$ cat src/rtl/uart_word_tx.sv
// uart_word_tx: serialises one WORD_BYTES_P-byte word per upstream handshake
// onto an AXI-stream byte port, with selectable byte order and an optional
// idle gap between data bytes.
//
// Optional feature macro: UART_WORD_TX_CHECKSUM_EN
//   defined   -> each frame carries one extra XOR checksum byte, which holds tlast
//   undefined -> frames are exactly WORD_BYTES_P bytes, tlast on the last data byte
//
// All outputs come from registers or from decoding registered state, so no
// combinational path exists from valid_i or m_axis_tready to any output.
module uart_word_tx #(
    parameter int unsigned WORD_BYTES_P = 4,
    parameter int unsigned MSB_FIRST_P  = 0,
    parameter int unsigned GAP_CYCLES_P = 0
) (
    input  logic                        clk,
    input  logic                        rst_n,
    input  logic [8*WORD_BYTES_P-1:0]   word_i,
    input  logic                        valid_i,
    output logic                        ready_o,
    output logic [7:0]                  m_axis_tdata,
    output logic                        m_axis_tvalid,
    input  logic                        m_axis_tready,
    output logic                        m_axis_tlast,
    output logic                        busy_o,
    output logic [15:0]                 bytes_sent_o
);

    localparam int unsigned WORD_W = 8 * WORD_BYTES_P;
    localparam int unsigned IDX_W  = (WORD_BYTES_P > 1) ? $clog2(WORD_BYTES_P) : 1;
    localparam logic [IDX_W-1:0] LAST_IDX = IDX_W'(WORD_BYTES_P - 1);
    localparam logic [7:0] GAP_LOAD = (GAP_CYCLES_P > 0) ? 8'(GAP_CYCLES_P - 1) : 8'd0;

    typedef enum logic [1:0] {
        IDLE = 2'd0,
        SEND = 2'd1,
`ifdef UART_WORD_TX_CHECKSUM_EN
        GAP  = 2'd2,
        CSUM = 2'd3
`else
        GAP  = 2'd2
`endif
    } state_e;

    state_e              state_q, state_d;
    logic [WORD_W-1:0]   shift_q, shift_d;
    logic [IDX_W-1:0]    idx_q, idx_d;
    logic [7:0]          gap_q, gap_d;
    logic [15:0]         cnt_q, cnt_d;
    logic                ready_q, ready_d;
`ifdef UART_WORD_TX_CHECKSUM_EN
    logic [7:0]          csum_q, csum_d;
`endif

    // The byte on the wire always sits at one fixed end of the shift
    // register; consumed bytes are shifted out, leaving zeros behind, so
    // the data output reads 0x00 once a frame has drained.
    logic [7:0]          cur_byte;
    logic [WORD_W-1:0]   shift_next;
    logic                last_byte;

    assign cur_byte   = (MSB_FIRST_P != 0) ? shift_q[WORD_W-1 -: 8] : shift_q[7:0];
    assign shift_next = (MSB_FIRST_P != 0) ? (shift_q << 8) : (shift_q >> 8);
    assign last_byte  = (idx_q == LAST_IDX);

    // State register and datapath registers, all cleared asynchronously.
    always_ff @(posedge clk or negedge rst_n) begin
        if (!rst_n) begin
            state_q <= IDLE;
            shift_q <= '0;
            idx_q   <= '0;
            gap_q   <= '0;
            cnt_q   <= '0;
            ready_q <= 1'b0;
`ifdef UART_WORD_TX_CHECKSUM_EN
            csum_q  <= '0;
`endif
        end else begin
            state_q <= state_d;
            shift_q <= shift_d;
            idx_q   <= idx_d;
            gap_q   <= gap_d;
            cnt_q   <= cnt_d;
            ready_q <= ready_d;
`ifdef UART_WORD_TX_CHECKSUM_EN
            csum_q  <= csum_d;
`endif
        end
    end

    // Next-state logic: word capture, byte stepping, gap countdown and
    // checksum emission; ready is precomputed so it is a plain register.
    always_comb begin
        state_d = state_q;
        shift_d = shift_q;
        idx_d   = idx_q;
        gap_d   = gap_q;
        cnt_d   = cnt_q;
`ifdef UART_WORD_TX_CHECKSUM_EN
        csum_d  = csum_q;
`endif
        unique case (state_q)
            IDLE: begin
                if (valid_i && ready_q) begin
                    shift_d = word_i;
                    idx_d   = '0;
`ifdef UART_WORD_TX_CHECKSUM_EN
                    csum_d  = '0;
`endif
                    state_d = SEND;
                end
            end
            SEND: begin
                if (m_axis_tready) begin
                    shift_d = shift_next;
                    cnt_d   = cnt_q + 16'd1;
`ifdef UART_WORD_TX_CHECKSUM_EN
                    csum_d  = csum_q ^ cur_byte;
`endif
                    if (last_byte) begin
                        idx_d = '0;
`ifdef UART_WORD_TX_CHECKSUM_EN
                        state_d = CSUM;
`else
                        state_d = IDLE;
`endif
                    end else begin
                        idx_d = idx_q + IDX_W'(1);
                        if (GAP_CYCLES_P > 0) begin
                            gap_d   = GAP_LOAD;
                            state_d = GAP;
                        end
                    end
                end
            end
            GAP: begin
                if (gap_q == 8'd0) begin
                    state_d = SEND;
                end else begin
                    gap_d = gap_q - 8'd1;
                end
            end
`ifdef UART_WORD_TX_CHECKSUM_EN
            CSUM: begin
                if (m_axis_tready) begin
                    cnt_d   = cnt_q + 16'd1;
                    state_d = IDLE;
                end
            end
`endif
            default: begin
                state_d = IDLE;
            end
        endcase
    end

    assign ready_d = (state_d == IDLE);

    // Output decode from registered state only.
    always_comb begin
        ready_o       = ready_q;
        busy_o        = (state_q != IDLE);
        bytes_sent_o  = cnt_q;
        m_axis_tdata  = cur_byte;
`ifdef UART_WORD_TX_CHECKSUM_EN
        m_axis_tvalid = (state_q == SEND) || (state_q == CSUM);
        m_axis_tlast  = (state_q == CSUM);
        if (state_q == CSUM) begin
            m_axis_tdata = csum_q;
        end
`else
        m_axis_tvalid = (state_q == SEND);
        m_axis_tlast  = (state_q == SEND) && last_byte;
`endif
    end

endmodule
$ cat config.mk
export PLATFORM = sky130hd
export DESIGN_NAME = uart_word_tx
export DESIGN_NICKNAME = d
export VERILOG_FILES = /design/src/rtl/uart_word_tx.sv
export SDC_FILE = /design/constraint.sdc
export NUM_CORES = 1
export LEC_CHECK = 0
export ABC_AREA = 1
export CAP_MARGIN = 5
export CORE_MARGIN = 2
export CORE_UTILIZATION = 26
export DETAILED_ROUTE_END_ITERATION = 8
export PLACE_DENSITY = 0.44
export SYNTH_ARGS = -nofsm -noshare
export SYNTH_HDL_FRONTEND = slang
export SYNTH_SLANG_ARGS = --single-unit
$ cat constraint.sdc
create_clock -name clk -period 1.4 [get_ports clk]
set_input_delay 0.28 -clock clk [delete_from_list [all_inputs] [get_ports clk]]
set_output_delay 0.28 -clock clk [all_outputs]
set_load 0.01 [all_outputs]
==> results of run 1 <==
==> worst max path at each step <==
| stage | startpoint | endpoint | slack [ns] | cells after the start |
|---|---|---|---|---|
| after global placement | m_axis_tready | bytes_sent_o[10] | -0.32 | 6 |
| after detailed placement | m_axis_tready | bytes_sent_o[8] | -0.29 | 6 |
| after global routing | state_q[0] | shift_q[15] | -0.13 | 8 |
| after floorplan | gap_q[0] | gap_q[1] | 0.05 | 7 |
| final | state_q[0] | shift_q[15] | -0.08 | 8 |
| after CTS | state_q[0] | shift_q[16] | -0.11 | 9 |
==> metal layers <==
layer | GRT usage | routed length, um | up-vias | part of all wire
li1 | - | - | 1376 | -
met1 | 0.175 | 3850 | 1316 | 0.45
met2 | 0.234 | 4230 | 54 | 0.50
met3 | 0.0356 | 321 | 10 | 0.038
met4 | 0.0431 | 106 | 0 | 0.012
met5 | 0 | 0 | - | 0
==> through the flow <==
step,TNS [ns],hold WS (ns),std cells
final,-1.35,0.479,618
after floorplan,0,-0.0156,368
after global routing,-3.56,0.514,618
after detailed placement,-11.39,0.324,578
after global placement,-10.06,0.333,578
after CTS,-1.37,0.484,620
==> tightest hold or removal path: stages <==
cell and delay [ns]:
dlygate4sd3_1 0.51, buf_2 0.12, buf_12 0.29
==> registers in the layout, indices dropped and copies added, names as in the netlist <==
signal	count
shift_q	32
bytes_sent_o	16
gap_q	8
idx_q	2
state_q	2
ready_o	1
==> synth_stat cells, drive strengths merged (6+ instances only) <==
cell type,count
nand3,20
a21oi,8
o21ai,42
nand2,87
buf,18
o211ai,16
nor2,35
xor2,6
xnor2,6
inv,52
dfrtp,61
==> cells by family after synthesis <==
| kind of cell | share of synthesized area |
|---|---|
| compound gates | 0.126 |
| xor+xnor | 0.0345 |
| fa+ha+maj | 0.0123 |
| buf+inv | 0.112 |
| flops | 0.501 |
| simple gates | 0.213 |
==> where the power goes <==
part	internal [mW]	switching, mW
sequential	2.35	0.305
clock	1.28	0.776
combinational	2.02	2.07
==> final cells by class <==
type / instances / area (sq um)
clock inverter: 4 / 22.5
multi-input combinational: 236 / 1420
fill: 1178 / 6620
inverter: 52 / 200
timing repair buffer: 110 / 1190
tap: 143 / 179
sequential: 61 / 1530
clock buffer: 12 / 256
==> repair_timing <==
action / 4_1_cts / 5_1_grt
gates resized for setup: 103 / 54
hold endpoints to repair: 61 / 0
hold buffers: 1 / 0
pin swaps: 11 / 15
gates cloned: 7 / 2
endpoints found under the setup margin: 65 / 59
buffers inserted: 21 / 1
==> flow_metrics.tcl, run 1 <==
set metrics [dict create \
    mostFrequentLayoutCells "nand2_1 (79), dfrtp_1 (60), inv_1 (47)" \
    setup_ws_ns -0.0794 \
    grt_use_total 0.139 \
    skew_ns 0.00529 \
    p_total_mw 8.81 \
    fin_util 0.420 \
    core_area_sq_mm 0.0114 \
    cp_slowest_cell "dfrtp_1" \
    path_buf_inv 4 \
    cts_buffers 9 \
    ys_ff_latch 61 \
    drc 0 \
    final-setup-viol-count 28 \
    overflow 0 \
    critPathMaxStageDelay_ns 0.41 \
    fin_crit_sh 1.06 \
    synth-async-reset-ratio 1.00 \
    min_path_type "input port to asynchronous set/reset pin" \
    min_period_ns 1.48 \
    max_slew_margin 0.752 \
    h-tree-depth 3 \
    syn_avg_cell_area_sq_um 8.28 \
    r2r_cells 8 \
    num_vias 2756 \
    critical_path_peak_fanout 6 \
    fin_nets 509 \
    synth_top_area_share 0.501 \
    reg2reg_from "state_q[0]" \
    cp_top_family "buffers and inverters" \
    synth_top_area_cell "dfrtp_1" \
    dpl_cell_area_sq_mm 0.00392 \
    outcome "finished, violations left" \
    antenna_cells 0 \
    postSynthCellCount 368 \
    clock_latency_ns 0.32 \
    grt_setup_unrepaired "yes" \
    final_max_slew_viol_count 0 \
    yosysUniqueCellTypes 26 \
    start_util 0.267 \
    r2r-end "shift_q[15]" \
    critical_path_arrival_ns 1.68 \
    final_antenna_net_count 0 \
    drive_gt1_frac 0.261 \
    dp_hpwl_mm 5.06 \
    fin_area_sq_mm 0.00480 \
    powerDensity_mw_per_mm2 1830 \
    synthFlopType "dfrtp_1" \
    final_common_cell "nand2_1" \
    place_ws_ns -0.292 \
    cts-root-buf "clkbuf_16" \
    mappedNetlistArea_sq_mm 0.00305 \
    antenna_found_initial 0 \
    cts.sinks 61 \
    hold_viol 0 \
    grt_pass1_vias 2824 \
    routedWlPerCell_um 13.8 \
    maxCapViolations 0 \
    drtIter0Drc 86 \
    dieArea_sq_mm 0.0126 \
    synth_edf_count 0 \
    vias_per_cell 4.46 \
    wl_mm 8.51 \
    start_kind "flip-flop" \
    grt_first_pass_wirelength_mm 14.0 \
    cts_tree "yes" \
    port_buffers 63 \
    cts_max_path_buffers 2 \
    die_y_um 112 \
    violations "setup timing" \
    ys.warnings.count 0 \
    rows 39 \
    path_cells "buf_6 -> buf_6 -> nand3_4 -> nand2_8 -> buf_6 -> buf_12 -> o211ai_1 -> o21ai_2" \
    synth_nets 407 \
    critPathKind "flip-flop to flip-flop" \
    max_freq_mhz 676 \
    synth_area_leaders "dfrtp_1 (50%), nand2_1 (10%), o21ai_0 (6.6%)" \
    ioPinCount 64 \
    leakage_nw 2.32 \
    grt_max_degree 62 \
    gp_congestion 0.765 \
    path_clk_slew_ns 0.06 \
    syn_to_final_growth_pct 57.5 \
    die_x_um 112 \
    crit_path_end_kind "flip-flop" \
    drtPass1Iterations 4 \
    tightest_slew_ns 0.372 \
    reg2reg_slack_ns -0.08 \
    crit_required_ns 1.60 \
    path_common_cell "buf_6" \
    ys_seq_area_frac 0.501 \
    vdd_ir_drop_max_mv 0.880 \
]
Note: power is estimated with default switching activity, not from simulation.
==> run 2: changes to the inputs <==
- GPL_TIMING_DRIVEN: unset -> 0
==> run 2 against run 1 <==
The run still ends with setup timing left. Highest routed layer unchanged. Design area up 0.13%. Die area unchanged. Critical endpoint is now m_axis_tvalid. Hold slack worse by 0.45 ns. First-iteration DRC count up 13%. Register-to-register slack better by 0.04 ns. Clock power up 17%. Power up 5.5%. Clock skew up 0.0027 ns.
==> flow_metrics.tcl, run 2 (synthesis gave the netlist of run 1 again) <==
set metrics [dict create \
    place_ws_ns -0.555 \
    syn_to_final_growth_pct 57.7 \
    core_area_sq_mm 0.0114 \
    cp_slowest_cell "dfrtp_2" \
    dieArea_sq_mm 0.0126 \
    clock_latency_ns 0.33 \
    drc 0 \
    overflow 0 \
    mostFrequentLayoutCells "nand2_1 (84), dfrtp_1 (57), inv_1 (47)" \
    skew_ns 0.00797 \
    die_y_um 112 \
    critPathKind "flip-flop to primary output" \
    die_x_um 112 \
    fin_crit_sh 1.08 \
    num_vias 2770 \
    grt_first_pass_wirelength_mm 13.9 \
    p_total_mw 9.29 \
    outcome "finished, violations left" \
    fin_nets 509 \
    cts-root-buf "clkbuf_16" \
    r2r_cells 8 \
    path_buf_inv 4 \
    antenna_cells 0 \
    vias_per_cell 4.48 \
    max_freq_mhz 661 \
    final_max_slew_viol_count 0 \
    largest_reg_flops 32 \
    cts_tree "yes" \
    internal_power_mw 6.06 \
    grt_setup_unrepaired "yes" \
    gp_congestion 0.757 \
    violations "setup timing" \
    grt_use_total 0.139 \
    r2r-end "shift_q[18]" \
    critical_path_peak_fanout 6 \
    placedCellCount 574 \
    routedWlPerCell_um 14.1 \
    power.share.clock 0.259 \
    crit_required_ns 1.12 \
    swShare 0.348 \
    power_frac_seq 0.289 \
    h-tree-depth 3 \
    max_slew_margin 0.452 \
    cts_buffers 9 \
    p_switching_mw 3.24 \
    path_cells "buf_12 -> nand2_8 -> inv_8 -> buf_8 -> buf_6" \
    grt_pass1_vias 2780 \
    antenna_found_initial 0 \
    cts.sinks 61 \
    drtIter0Drc 97 \
    final_common_cell "nand2_1" \
    start_util 0.267 \
    p_comb_frac 0.452 \
    drtPass1Iterations 5 \
    ioPinCount 64 \
    vdd_ir_drop_max_mv 0.723 \
    critical_path_arrival_ns 1.23 \
    min_period_ns 1.51 \
    stdcell_count 618 \
    grt_max_degree 62 \
    final-setup-viol-count 23 \
    drive_gt1_frac 0.261 \
    tightest_slew_ns 0.823 \
    leakage_nw 2.29 \
    min_path_type "input port to asynchronous set/reset pin" \
    setup_ws_ns -0.112 \
    crit_path_end_kind "primary output" \
    hold_viol 0 \
    wl_mm 8.72 \
    reg2reg_from "state_q[1]" \
    cp_top_family "flip-flops" \
    top_register "shift_q" \
    dp_hpwl_mm 5.46 \
    path_clk_slew_ns 0.06 \
    rows 39 \
    port_buffers 63 \
    reg2reg_slack_ns -0.04 \
    holdBufCountCts 0 \
    start_kind "flip-flop" \
    final_antenna_net_count 0 \
    powerDensity_mw_per_mm2 1930 \
    critPathMaxStageDelay_ns 0.43 \
    maxCapViolations 0 \
    cts_max_path_buffers 2 \
]
==> run 2: final cells by class <==
class	count	area (sq um)
repair buffers	90	921
inverters	52	203
clock buffers	10	239
multi-input cells	236	1440
fillers	1187	6610
well taps	143	179
plain buffers	20	210
clock inverters	6	86.3
flip-flops and latches	61	1530
==> run 2: worst max-delay path by stage <==
stage | startpoint | to | cells past startpoint
global placement | rst_n | bytes_sent_o[10] | 1
finish | state_q[0] | m_axis_tvalid | 5
CTS | state_q[0] | m_axis_tvalid | 5
floorplan | gap_q[0] | gap_q[1] | 7
detailed placement | state_q[1] | m_axis_tvalid | 5
global route | state_q[1] | bytes_sent_o[12] | 8
==> run 2: what timing repair did <==
action,in CTS,in global routing
endpoints found under the hold margin,0,0
resized for setup,88,84
cloned,2,4
setup endpoints to repair,75,65
pin swaps,6,5
buffers inserted,16,6
==> run 2: power by group through the flow <==
stage	combinational (mW)	sequential, mW	clock [mW]
CTS	3.40	2.67	2.49
finish	4.20	2.69	2.40
detailed placement	2.95	2.68	0
global route	4.63	2.75	2.55
global placement	2.94	2.68	0
floorplan	1.77	2.66	0
==> run 2: through the flow <==
stage	hold WS [ns]	utilization	TNS, ns	area (sq um)
2_1_floorplan	-0.0156	-	0	3050
3_3_place_gp	0.462	0.338	-153.23	3860
3_5_place_dp	0.439	0.338	-17.32	3850
4_1_cts	0.0865	0.390	-0.409	4450
5_1_grt	0.127	0.421	-4.64	4810
6_report	0.0291	0.421	-0.411	4810
==> run 2: worst reg2reg max path, stage by stage, from the launching register on <==
cell and delay, ns:
dfrtp_1 0.41, nor2_2 0.17, buf_4 0.14, nand3_4 0.08, nand2_4 0.13, buf_6 0.14, clkbuf_16 0.14, o211ai_1 0.08
o21ai_1 0.08
==> run 2: per-layer routing <==
layer	global-route usage	up-vias	part of all wire
met2	0.227	69	0.48
met5	0	-	0
met3	0.0394	7	0.048
met4	0.0317	0	0.0065
met1	0.183	1315	0.46
li1	-	1379	-
